`config.mk`:
```
export PLATFORM = sky130hd
export DESIGN_NAME = div_arbiter_flat
export DESIGN_NICKNAME = d
export VERILOG_FILES = /design/src/rtl/div_arbiter_if.sv /design/src/rtl/div_arbiter.sv /design/src/flat_wrapper.sv
export SDC_FILE = /design/constraint.sdc
export NUM_CORES = 1
export LEC_CHECK = 0
export CAP_MARGIN = 40
export CORE_MARGIN = 3
export CORE_UTILIZATION = 40
export DETAILED_ROUTE_END_ITERATION = 7
export GPL_TIMING_DRIVEN = 1
export HOLD_SLACK_MARGIN = 0.12
export PLACE_DENSITY = 0.78
export SLEW_MARGIN = 10
export SYNTH_ARGS = -nofsm -noshare
export SYNTH_HDL_FRONTEND = slang
export SYNTH_SLANG_ARGS = --single-unit
```
`constraint.sdc`:
```
create_clock -name clk -period 4 [get_ports clk]
set_input_delay 0.6 -clock clk [delete_from_list [all_inputs] [get_ports clk]]
set_output_delay 0.6 -clock clk [all_outputs]
set_load 0.02 [all_outputs]
```
`src/rtl/div_arbiter_if.sv`:
```
// Bundle of requester, result and shared-divider signals around div_arbiter.
// slave = the arbiter; master = the requesters plus divider that surround it.
interface div_arbiter_if;
    // Requests are level-held until the matching one-cycle ack; done/err pulse once per grant.
    logic        req0, req1;
    logic [15:0] a0, a1;
    logic [7:0]  b0, b1;
    logic        ack0, ack1;
    logic        done0, done1;
    logic        err0, err1;
    logic [15:0] q;
    logic [7:0]  rem;
    logic        div_ini;
    logic [15:0] div_a;
    logic [7:0]  div_b;
    logic        div_ocup;
    logic        div_p;
    logic [15:0] div_r;
    logic [7:0]  div_rem;

    modport slave (
        input  req0, req1, a0, a1, b0, b1, div_ocup, div_p, div_r, div_rem,
        output ack0, ack1, done0, done1, err0, err1, q, rem, div_ini, div_a, div_b
    );

    modport master (
        output req0, req1, a0, a1, b0, b1, div_ocup, div_p, div_r, div_rem,
        input  ack0, ack1, done0, done1, err0, err1, q, rem, div_ini, div_a, div_b
    );
endinterface

```
`src/rtl/div_arbiter.sv`:
```
// Round-robin arbiter sharing one divider between two requesters, with
// divide-by-zero short-cut and a WAIT timeout that reports an error result.
module div_arbiter #(
    parameter logic [17:0] TO_CYC = 18'd140000
) (
    input  logic         clk,
    input  logic         reset,
    div_arbiter_if.slave bus,
    output logic [1:0]   dbg_state
);
    typedef enum logic [1:0] {IDLE = 2'd0, ISSUE = 2'd1, WAIT = 2'd2, CAPT = 2'd3} state_t;

    state_t      state, state_n;
    logic [15:0] op_a, op_a_n;
    logic [7:0]  op_b, op_b_n;
    logic        owner, owner_n;
    logic        last_gnt, last_gnt_n;
    logic        zero_div, zero_div_n;
    logic [17:0] cnt, cnt_n;
    logic        ack0, ack1, ack0_n, ack1_n;
    logic        done0, done1, done0_n, done1_n;
    logic        err0, err1, err0_n, err1_n;
    logic        ini, ini_n;
    logic [15:0] q, q_n;
    logic [7:0]  rem, rem_n;
    logic        gnt, fin, fin_err;

    // last_gnt resets to 1 so requester 0 wins the first simultaneous contest.
    always_ff @(posedge clk or posedge reset) begin
        if (reset) begin
            state    <= IDLE;
            op_a     <= '0;
            op_b     <= '0;
            owner    <= 1'b0;
            last_gnt <= 1'b1;
            zero_div <= 1'b0;
            cnt      <= '0;
            ack0     <= 1'b0;
            ack1     <= 1'b0;
            done0    <= 1'b0;
            done1    <= 1'b0;
            err0     <= 1'b0;
            err1     <= 1'b0;
            ini      <= 1'b0;
            q        <= '0;
            rem      <= '0;
        end else begin
            state    <= state_n;
            op_a     <= op_a_n;
            op_b     <= op_b_n;
            owner    <= owner_n;
            last_gnt <= last_gnt_n;
            zero_div <= zero_div_n;
            cnt      <= cnt_n;
            ack0     <= ack0_n;
            ack1     <= ack1_n;
            done0    <= done0_n;
            done1    <= done1_n;
            err0     <= err0_n;
            err1     <= err1_n;
            ini      <= ini_n;
            q        <= q_n;
            rem      <= rem_n;
        end
    end

    always_comb begin
        state_n    = state;
        op_a_n     = op_a;
        op_b_n     = op_b;
        owner_n    = owner;
        last_gnt_n = last_gnt;
        zero_div_n = zero_div;
        cnt_n      = cnt;
        q_n        = q;
        rem_n      = rem;
        ack0_n     = 1'b0;
        ack1_n     = 1'b0;
        ini_n      = 1'b0;
        gnt        = 1'b0;
        fin        = 1'b0;
        fin_err    = 1'b0;

        case (state)
            IDLE: begin
                if (bus.req0 | bus.req1) begin
                    gnt        = (bus.req0 & bus.req1) ? ~last_gnt : bus.req1;
                    owner_n    = gnt;
                    last_gnt_n = gnt;
                    op_a_n     = gnt ? bus.a1 : bus.a0;
                    op_b_n     = gnt ? bus.b1 : bus.b0;
                    ack0_n     = ~gnt;
                    ack1_n     = gnt;
                    zero_div_n = (op_b_n == 8'd0);
                    // A zero divisor never reaches the divider; CAPT forms the error result.
                    state_n    = zero_div_n ? CAPT : ISSUE;
                end
            end
            ISSUE: begin
                if (!bus.div_ocup && !bus.div_p) begin
                    ini_n   = 1'b1;
                    cnt_n   = '0;
                    state_n = WAIT;
                end
            end
            WAIT: begin
                if (bus.div_p) begin
                    state_n = CAPT;
                end else begin
                    cnt_n = (cnt == 18'h3FFFF) ? cnt : cnt + 18'd1;
                    if (({1'b0, cnt} + 19'd1) >= {1'b0, TO_CYC}) begin
                        fin     = 1'b1;
                        fin_err = 1'b1;
                        q_n     = 16'hFFFF;
                        rem_n   = 8'hFF;
                        state_n = IDLE;
                    end
                end
            end
            CAPT: begin
                fin     = 1'b1;
                state_n = IDLE;
                if (zero_div) begin
                    fin_err = 1'b1;
                    q_n     = 16'hFFFF;
                    rem_n   = op_a[7:0];
                end else begin
                    q_n     = bus.div_r;
                    rem_n   = bus.div_rem;
                end
            end
            default: state_n = IDLE;
        endcase

        done0_n = fin & ~owner;
        done1_n = fin & owner;
        err0_n  = fin_err & ~owner;
        err1_n  = fin_err & owner;
    end

    assign bus.ack0    = ack0;
    assign bus.ack1    = ack1;
    assign bus.done0   = done0;
    assign bus.done1   = done1;
    assign bus.err0    = err0;
    assign bus.err1    = err1;
    assign bus.q       = q;
    assign bus.rem     = rem;
    assign bus.div_ini = ini;
    // Operand registers double as the divider operand bus, stable from ISSUE through CAPT.
    assign bus.div_a   = op_a;
    assign bus.div_b   = op_b;
    assign dbg_state   = state;
endmodule

```
`src/flat_wrapper.sv`:
```
// flat-port wrapper written by rule: the top's interface ports become plain ports
module div_arbiter_flat 
#(
    parameter logic [17:0] TO_CYC = 18'd140000
)
  (clk, reset, dbg_state, bus_req0, bus_req1, bus_a0, bus_a1, bus_b0, bus_b1, bus_div_ocup, bus_div_p, bus_div_r, bus_div_rem, bus_ack0, bus_ack1, bus_done0, bus_done1, bus_err0, bus_err1, bus_q, bus_rem, bus_div_ini, bus_div_a, bus_div_b);
  div_arbiter_if bus_i ();
  input  logic clk;
  input  logic reset;
  output logic [1:0] dbg_state;
  input wire logic [$bits(bus_i.req0)-1:0] bus_req0;
  input wire logic [$bits(bus_i.req1)-1:0] bus_req1;
  input wire logic [$bits(bus_i.a0)-1:0] bus_a0;
  input wire logic [$bits(bus_i.a1)-1:0] bus_a1;
  input wire logic [$bits(bus_i.b0)-1:0] bus_b0;
  input wire logic [$bits(bus_i.b1)-1:0] bus_b1;
  input wire logic [$bits(bus_i.div_ocup)-1:0] bus_div_ocup;
  input wire logic [$bits(bus_i.div_p)-1:0] bus_div_p;
  input wire logic [$bits(bus_i.div_r)-1:0] bus_div_r;
  input wire logic [$bits(bus_i.div_rem)-1:0] bus_div_rem;
  output wire logic [$bits(bus_i.ack0)-1:0] bus_ack0;
  output wire logic [$bits(bus_i.ack1)-1:0] bus_ack1;
  output wire logic [$bits(bus_i.done0)-1:0] bus_done0;
  output wire logic [$bits(bus_i.done1)-1:0] bus_done1;
  output wire logic [$bits(bus_i.err0)-1:0] bus_err0;
  output wire logic [$bits(bus_i.err1)-1:0] bus_err1;
  output wire logic [$bits(bus_i.q)-1:0] bus_q;
  output wire logic [$bits(bus_i.rem)-1:0] bus_rem;
  output wire logic [$bits(bus_i.div_ini)-1:0] bus_div_ini;
  output wire logic [$bits(bus_i.div_a)-1:0] bus_div_a;
  output wire logic [$bits(bus_i.div_b)-1:0] bus_div_b;
  assign bus_i.req0 = bus_req0;
  assign bus_i.req1 = bus_req1;
  assign bus_i.a0 = bus_a0;
  assign bus_i.a1 = bus_a1;
  assign bus_i.b0 = bus_b0;
  assign bus_i.b1 = bus_b1;
  assign bus_i.div_ocup = bus_div_ocup;
  assign bus_i.div_p = bus_div_p;
  assign bus_i.div_r = bus_div_r;
  assign bus_i.div_rem = bus_div_rem;
  assign bus_ack0 = bus_i.ack0;
  assign bus_ack1 = bus_i.ack1;
  assign bus_done0 = bus_i.done0;
  assign bus_done1 = bus_i.done1;
  assign bus_err0 = bus_i.err0;
  assign bus_err1 = bus_i.err1;
  assign bus_q = bus_i.q;
  assign bus_rem = bus_i.rem;
  assign bus_div_ini = bus_i.div_ini;
  assign bus_div_a = bus_i.div_a;
  assign bus_div_b = bus_i.div_b;
  div_arbiter #(.TO_CYC(TO_CYC)) u_core (.clk(clk), .reset(reset), .bus(bus_i), .dbg_state(dbg_state));
endmodule
```
==> results of run 1 <==
[cells by family after synthesis]
group                      Yosys count
adders and majority gates            2
DFF                                 78
AOI/OAI and AO/OA                  108
buffers and inverters               27
xor gates and xnor gates             4
and+or+nand+nor                    116
muxes                               32
[cells in the mapped netlist (2+ instances only)]
library cell and count:
inv_1 5, nand4_1 2, nor4_4 2, a2bb2oi_2 8, nand3_1 10, o22a_1 16, nor3_1 5, a21boi_0 2
o31ai_1 4, nand3b_1 2, clkbuf_1 15, nor4_1 8, o22ai_1 2, a21oi_1 16, buf_6 2, a21o_1 4
mux2i_1 32, nand2b_1 3, xnor2_1 2, nor2_1 19, or3_1 4, o21ai_0 45, dfrtp_1 77, xor2_1 2
buf_2 2, and2_1 4, ha_1 2, nand2_1 46, buf_1 2
[power by group through the flow]
stage | sequential (mW) | clock [mW] | combinational, mW
finish | 1.26 | 0.718 | 1.52
global route | 1.30 | 0.772 | 1.64
CTS | 1.26 | 0.733 | 1.55
detailed placement | 1.27 | 0 | 1.54
global placement | 1.26 | 0 | 1.49
floorplan | 1.55 | 0 | 0.513
[registers in the layout, indices dropped and copies added, names as in the netlist]
| register | cells |
|---|---|
| u_core.bus.done0 | 1 |
| u_core.bus.div_b | 8 |
| u_core.cnt | 18 |
| u_core.owner | 1 |
| u_core.bus.rem | 8 |
| u_core.bus.err1 | 1 |
| u_core.bus.ack1 | 1 |
| u_core.bus.div_ini | 1 |
| u_core.bus.q | 16 |
| u_core.last_gnt | 1 |
| u_core.bus.err0 | 1 |
| u_core.dbg_state | 2 |
| u_core.bus.div_a | 16 |
| u_core.zero_div | 1 |
| u_core.bus.done1 | 1 |
| u_core.bus.ack0 | 1 |
[tightest hold or removal path, stage by stage, from the launching register on]
cell and delay (ps):
dfrtp_1 350, nand2_1 40, o21ai_0 50
[path summary, 6_finish.rpt]
kind,cells past startpoint,from,endpoint,slack [ps]
max in group asynchronous,4,reset,u_core.bus.div_a[6]$_DFFE_PP0P_,2550
setup reg to reg,9,u_core.cnt[0]$_DFFE_PP0P_,u_core.bus.rem[0]$_DFFE_PP0P_,1010
min in group asynchronous,2,reset,u_core.bus.q[4]$_DFFE_PP0P_,580
setup / recovery,9,u_core.cnt[0]$_DFFE_PP0P_,u_core.bus.rem[0]$_DFFE_PP0P_,1010
hold / removal,2,u_core.bus.div_b[5]$_DFFE_PP0P_,u_core.bus.div_b[5]$_DFFE_PP0P_,480
hold reg to reg,2,u_core.bus.div_b[5]$_DFFE_PP0P_,u_core.bus.div_b[5]$_DFFE_PP0P_,480
[cell usage in the layout, fill, tap and decap left out, drive strengths merged, types with 2 or more instances in the layout]
master / count
a21oi: 17
nor2: 19
o22ai: 2
dfrtp: 77
nor3: 6
a21boi: 2
or3: 4
inv: 4
buf: 6
o21ai: 46
nand3b: 2
nand3: 11
nor4: 11
nand2b: 3
bufinv: 3
xnor2: 2
a2bb2oi: 8
nand2: 46
o22a: 16
clkinv: 2
nand4: 4
and4: 2
clkbuf: 11
mux2i: 32
clkdlybuf4s50: 134
ha: 2
a21o: 4
and2: 4
xor2: 2
o31ai: 4
[routing by layer]
metal / up-vias / track usage (%) / wire length, um
li1: 1597 / - / -
met3: 21 / 3.66 / 581
met2: 125 / 31.2 / 4800
met5: - / 0 / 0
met4: 0 / 8.93 / 267
met1: 1596 / 23.2 / 4190
[stage by stage]
stage | instances | setup slack [ps] | total power [mW] | hold slack [ps]
after CTS | 630 | 989 | 3.54 | 488
after global placement | 611 | 880 | 2.75 | 461
after floorplan | 367 | 1410 | 2.06 | 443
final | 630 | 1010 | 3.49 | 481
after detailed placement | 614 | 989 | 2.81 | 470
after global routing | 630 | 764 | 3.70 | 506
[final cells by class]
type	count	area, sq um	share of cell area [%]
multi-input combinational	262	1790	32.1
timing repair buffer	140	1410	25.2
inverter	5	20.0	0.359
clock inverter	5	106	1.91
clock buffer	11	141	2.53
sequential	78	1950	35.0
tap	129	161	2.89
==> results.sh, run 1 <==
export IMPL_status="completed"
export IMPL_overflow=0
export IMPL_critical_path_max_stage_delay_ps=580
export IMPL_drc=0
export IMPL_synth_mux_area_share_pct=8.32
export IMPL_yosys_area_share_simple_pct=16.5
export IMPL_hold_class="flop to flop"
export IMPL_syn_nets=447
export IMPL_cts_buffers=9
export IMPL_critPathCaptureType="flop"
export IMPL_grt_pass1_vias=3443
export IMPL_synthesis_area_sq_mm=0.00385
export IMPL_crit_slowest_cell="o31a_1"
export IMPL_globalplace_congestion=0.935
export IMPL_synth_edff_count=0
export IMPL_seqPwrFrac_pct=35.9
export IMPL_cts_tree="yes"
export IMPL_clockPowerShare_pct=20.5
export IMPL_ys_top_cells_by_area="dfrtp_1 50%, mux2i_1 8.3%, o21ai_0 5.8%, nand2_1 4.5%, o22a_1 3.6%"
export IMPL_core_sq_mm=0.00928
export IMPL_ys_seq_area_share_pct=50.7
export IMPL_place_detailed_hpwl_um=7630
export IMPL_async_flop_share_pct=100
export IMPL_synth_largest_area_cell="dfrtp_1"
export IMPL_io_buffers=134
export IMPL_grt_pass1_wl_um=16600
export IMPL_die_width_um=104
export IMPL_vias=3339
export IMPL_fmax_ghz=0.335
export IMPL_drtIter0Drc=145
export IMPL_fin_tns_setup_ps=0
export IMPL_ys_types=53
export IMPL_avgSynthCellArea_sq_um=10.5
export IMPL_crit_type="flop to flop"
export IMPL_h_tree_depth=3
export IMPL_grt_total_usage_pct=18.7
export IMPL_clk_latency_ps=340
export IMPL_startpoint_type="flop"
export IMPL_synth_top_area_share_pct=50.0
export IMPL_cp_cell_sequence="ha_1, nand4_2, nor4_4, inv_1, a31o_2, nor4_2, o31a_1, buf_8, a2bb2oi_2"
export IMPL_finish_instance_area_sq_mm=0.00558
export IMPL_placed_area_sq_mm=0.00533
export IMPL_drt_total_wl_um=9840
export IMPL_slew_headroom_pct=53.4
export IMPL_synth_compound_area_share_pct=19.6
export IMPL_rows=35
export IMPL_netlist_instances=367
export IMPL_synthXorXnorAreaFrac_pct=0.910
export IMPL_fillers=811
export IMPL_period_share_pct=74.7
export IMPL_num_antenna_cells=0
export IMPL_drive_gt1_share_pct=8.98
export IMPL_io_pins=135
export IMPL_postCtsSetupBuffers=0
export IMPL_syn_to_final_growth_pct=44.9
export IMPL_ys_seq_elements=78
export IMPL_ant_nets=0
export IMPL_routedWlPerCell_um=15.6
export IMPL_nets=576
export IMPL_path_max_fanout=15
export IMPL_root_buffer="clkbuf_8"
export IMPL_switching_share_pct=35.5
export IMPL_clock_sinks=78
export IMPL_clk_pin_slew_worst_paths_ps=80
export IMPL_initial_utilization_pct=41.5
export IMPL_drt_first_pass_iters=4
export IMPL_cp_top_family="compound AO/OA/AOI/OAI gates"
export IMPL_antenna_found_initial=0
export IMPL_min_period_ps=2990
export IMPL_peakVddDrop_mv=0.279
export IMPL_die_y_um=104
export IMPL_power_density_mw_per_mm2=626
export IMPL_setup_viol=0
export IMPL_worstPathRequired_ps=4260
export IMPL_rsz0062_at_grt="false"
export IMPL_dieArea_sq_mm=0.0108
export IMPL_clk_path_buf_depth=2
export IMPL_drv_slew=0
export IMPL_p_int_mw=2.25
export IMPL_leakage_nw=2.31
export IMPL_ys_warn_count=0
export IMPL_cp_arrival_ps=3250
export IMPL_synth_top_family_by_area="compound AO/OA/AOI/OAI gates"
export IMPL_ys_flop_type="dfrtp_1"
export IMPL_path_buf_inv=2
export IMPL_maxCapViolCount=0
export IMPL_grt_max_degree=33
export IMPL_vias_per_cell=5.30
export IMPL_tightest_slew_ps=699
export IMPL_p_switching_mw=1.24
export IMPL_utilization_pct=60.1
export IMPL_cts_resized=0
export IMPL_cts_hold_buf=0
export IMPL_synth_fa_ha_area_share_pct=0.650
export IMPL_pwr_share_comb_pct=43.5
export IMPL_hold_viol=0
export IMPL_fin_skew_ps=9.54
Power figures use the tool's default switching activity.
==> run 2: changes to the inputs <==
--- a/config.mk
+++ b/config.mk
@@ -11,7 +11,7 @@
 export DETAILED_ROUTE_END_ITERATION = 7
 export GPL_TIMING_DRIVEN = 1
 export HOLD_SLACK_MARGIN = 0.12
-export PLACE_DENSITY = 0.78
+export PLACE_DENSITY = 0.81
 export SLEW_MARGIN = 10
 export SYNTH_ARGS = -nofsm -noshare
 export SYNTH_HDL_FRONTEND = slang
==> constraint.sdc (replaced) <==
create_clock -name clk -period 2.6 [get_ports clk]
set_input_delay 0.39 -clock clk [delete_from_list [all_inputs] [get_ports clk]]
set_output_delay 0.39 -clock clk [all_outputs]
set_load 0.02 [all_outputs]
==> run 2 against run 1 <==
  * Utilization rose by 0.70 points
  * Maximum frequency is 22% higher
  * Via count up 2.0%
  * Hold slack got worse by 140 ps
  * Setup slack got worse by 870 ps
  * Power up 53%
  * Non-clock buffer count increased by 8
  * Clock skew barely moved
  * First-iteration DRC count increased by 10%
  * Clock power grew 45%
  * Critical path depth did not move
  * Largest cell class unchanged
==> results.sh, run 2 (synthesis gave the netlist of run 1 again) <==
export IMPL_slew_headroom_pct=57.1
export IMPL_utilization_pct=60.8
export IMPL_globalplace_congestion=0.875
export IMPL_final_common_cell="clkdlybuf4s50_1"
export IMPL_ant_nets=0
export IMPL_area_sequential_sq_mm=0.00195
export IMPL_cts_buffers=9
export IMPL_place_detailed_hpwl_um=7800
export IMPL_hold_viol=0
export IMPL_fin_skew_ps=9.93
export IMPL_period_share_pct=94.4
export IMPL_drt_first_pass_iters=5
export IMPL_fillers=804
export IMPL_h_tree_depth=3
export IMPL_critPathCaptureType="flop"
export IMPL_drv_slew=0
export IMPL_rrSetupSlack_ps=150
export IMPL_grt_pass1_vias=3575
export IMPL_fin_tns_setup_ps=0
export IMPL_fin_cells=638
export IMPL_routedWlPerCell_um=16.4
export IMPL_clk_path_buf_depth=2
export IMPL_io_pins=135
export IMPL_core_sq_mm=0.00928
export IMPL_leakage_nw=2.35
export IMPL_cp_arrival_ps=2730
export IMPL_root_buffer="clkbuf_8"
export IMPL_cts_hold_buf=0
export IMPL_grt_max_degree=56
export IMPL_rows=35
export IMPL_peakVddDrop_mv=0.470
export IMPL_setup_viol=0
export IMPL_drive_gt1_share_pct=11.4
export IMPL_final_cell_mix="134 x clkdlybuf4s50_1, 77 x dfrtp_1, 45 x nand2_1, 45 x o21ai_0, 32 x mux2i_1"
export IMPL_antenna_found_initial=0
export IMPL_cts_tree="yes"
export IMPL_io_buffers=134
export IMPL_grt_total_usage_pct=19.5
export IMPL_rsz0062_at_grt="false"
export IMPL_clk_latency_ps=350
export IMPL_drc=0
export IMPL_post_place_ws_ps=105
export IMPL_nets=584
export IMPL_initial_utilization_pct=41.5
export IMPL_top_register="u_core.cnt"
export IMPL_clock_sinks=78
export IMPL_worstPathRequired_ps=2880
export IMPL_final_setup_worst_slack_ps=146
export IMPL_dieArea_sq_mm=0.0108
export IMPL_drt_total_wl_um=10400
export IMPL_numPlacedInstances=622
export IMPL_grt_pass1_wl_um=17400
export IMPL_die_y_um=104
export IMPL_fmax_ghz=0.407
export IMPL_maxCapViolCount=0
export IMPL_crit_type="flop to flop"
export IMPL_num_antenna_cells=0
export IMPL_power_density_mw_per_mm2=948
export IMPL_tightest_slew_ps=643
export IMPL_startpoint_type="flop"
export IMPL_vias_per_cell=5.34
export IMPL_path_max_fanout=26
export IMPL_drtIter0Drc=160
export IMPL_multiInputGateArea_sq_mm=0.00181
export IMPL_hold_class="input pin to async pin"
export IMPL_holdWs_ps=338
export IMPL_min_period_ps=2450
export IMPL_overflow=0
export IMPL_vias=3405
export IMPL_largest_reg_flops=18
export IMPL_status="completed"
export IMPL_die_width_um=104
export IMPL_clk_pin_slew_worst_paths_ps=90
export IMPL_syn_to_final_growth_pct=46.6
run 2: cell types whose count changed in the layout (fill, tap and decap cells not counted), sizes merged:
cell	previous run	this run
buf	6	14
clkbuf	11	9
bufinv	3	2
clkinvlp	1	0
inv	4	8
run 2: path summary, 6_finish.rpt:
| check | startpoint | to | cells past startpoint |
|---|---|---|---|
| worst max-delay path | u_core.cnt[0]$_DFFE_PP0P_ | u_core.bus.rem[6]$_DFFE_PP0P_ | 9 |
| worst min-delay path | reset | u_core.bus.q[15]$_DFFE_PP0P_ | 2 |
| worst max register to register | u_core.cnt[0]$_DFFE_PP0P_ | u_core.bus.rem[6]$_DFFE_PP0P_ | 9 |
| worst min register to register | u_core.bus.div_a[13]$_DFFE_PP0P_ | u_core.bus.div_a[13]$_DFFE_PP0P_ | 2 |
| max in group asynchronous | reset | u_core.last_gnt$_DFFE_PP1P_ | 3 |
| min in group clk | u_core.bus.div_a[13]$_DFFE_PP0P_ | u_core.bus.div_a[13]$_DFFE_PP0P_ | 2 |
run 2: layer usage:
metal | up-vias | global-route usage, % | wire length, um
met3 | 14 | 6.02 | 895
met4 | 0 | 5.70 | 135
met1 | 1616 | 23.6 | 4250
li1 | 1619 | - | -
met2 | 156 | 33.3 | 5150
met5 | - | 0 | 0
run 2: critical path, stage by stage, from the launching register on:
cell,delay [ps]
dfrtp_1,360
ha_1,280
nand4_2,260
nor4_2,400
nor4_1,100
a31o_2,240
nor4_2,180
o31a_1,210
buf_12,190
a2bb2oi_2,160
run 2: timing repair:
action                     CTS  global route
setup endpoints to repair    0            34
resized for setup            0             4
buffers inserted             0             0
run 2: report_power, final:
group          switching (mW)  leakage [nW]  internal, mW
clock network           0.482         0.117         0.556
logic                    1.19          1.27          1.20
registers               0.292         0.969          1.63
total                    1.97          2.35          3.38
run 2: per-stage QoR:
step	total power, mW	area (sq um)
after floorplan	3.17	3850
after CTS	5.41	5620
final	5.35	5640
after detailed placement	4.36	5400
after global routing	5.65	5640
after global placement	4.29	5400
run 2: area by class of cell:
cell class              count  area share, %
flip-flops and latches     78           34.6
multi-input cells         262           32.1
repair buffers            148           26.1
well taps                 129           2.86
clock buffers               9           2.19
clock inverters             7           1.82
inverters                   5          0.355
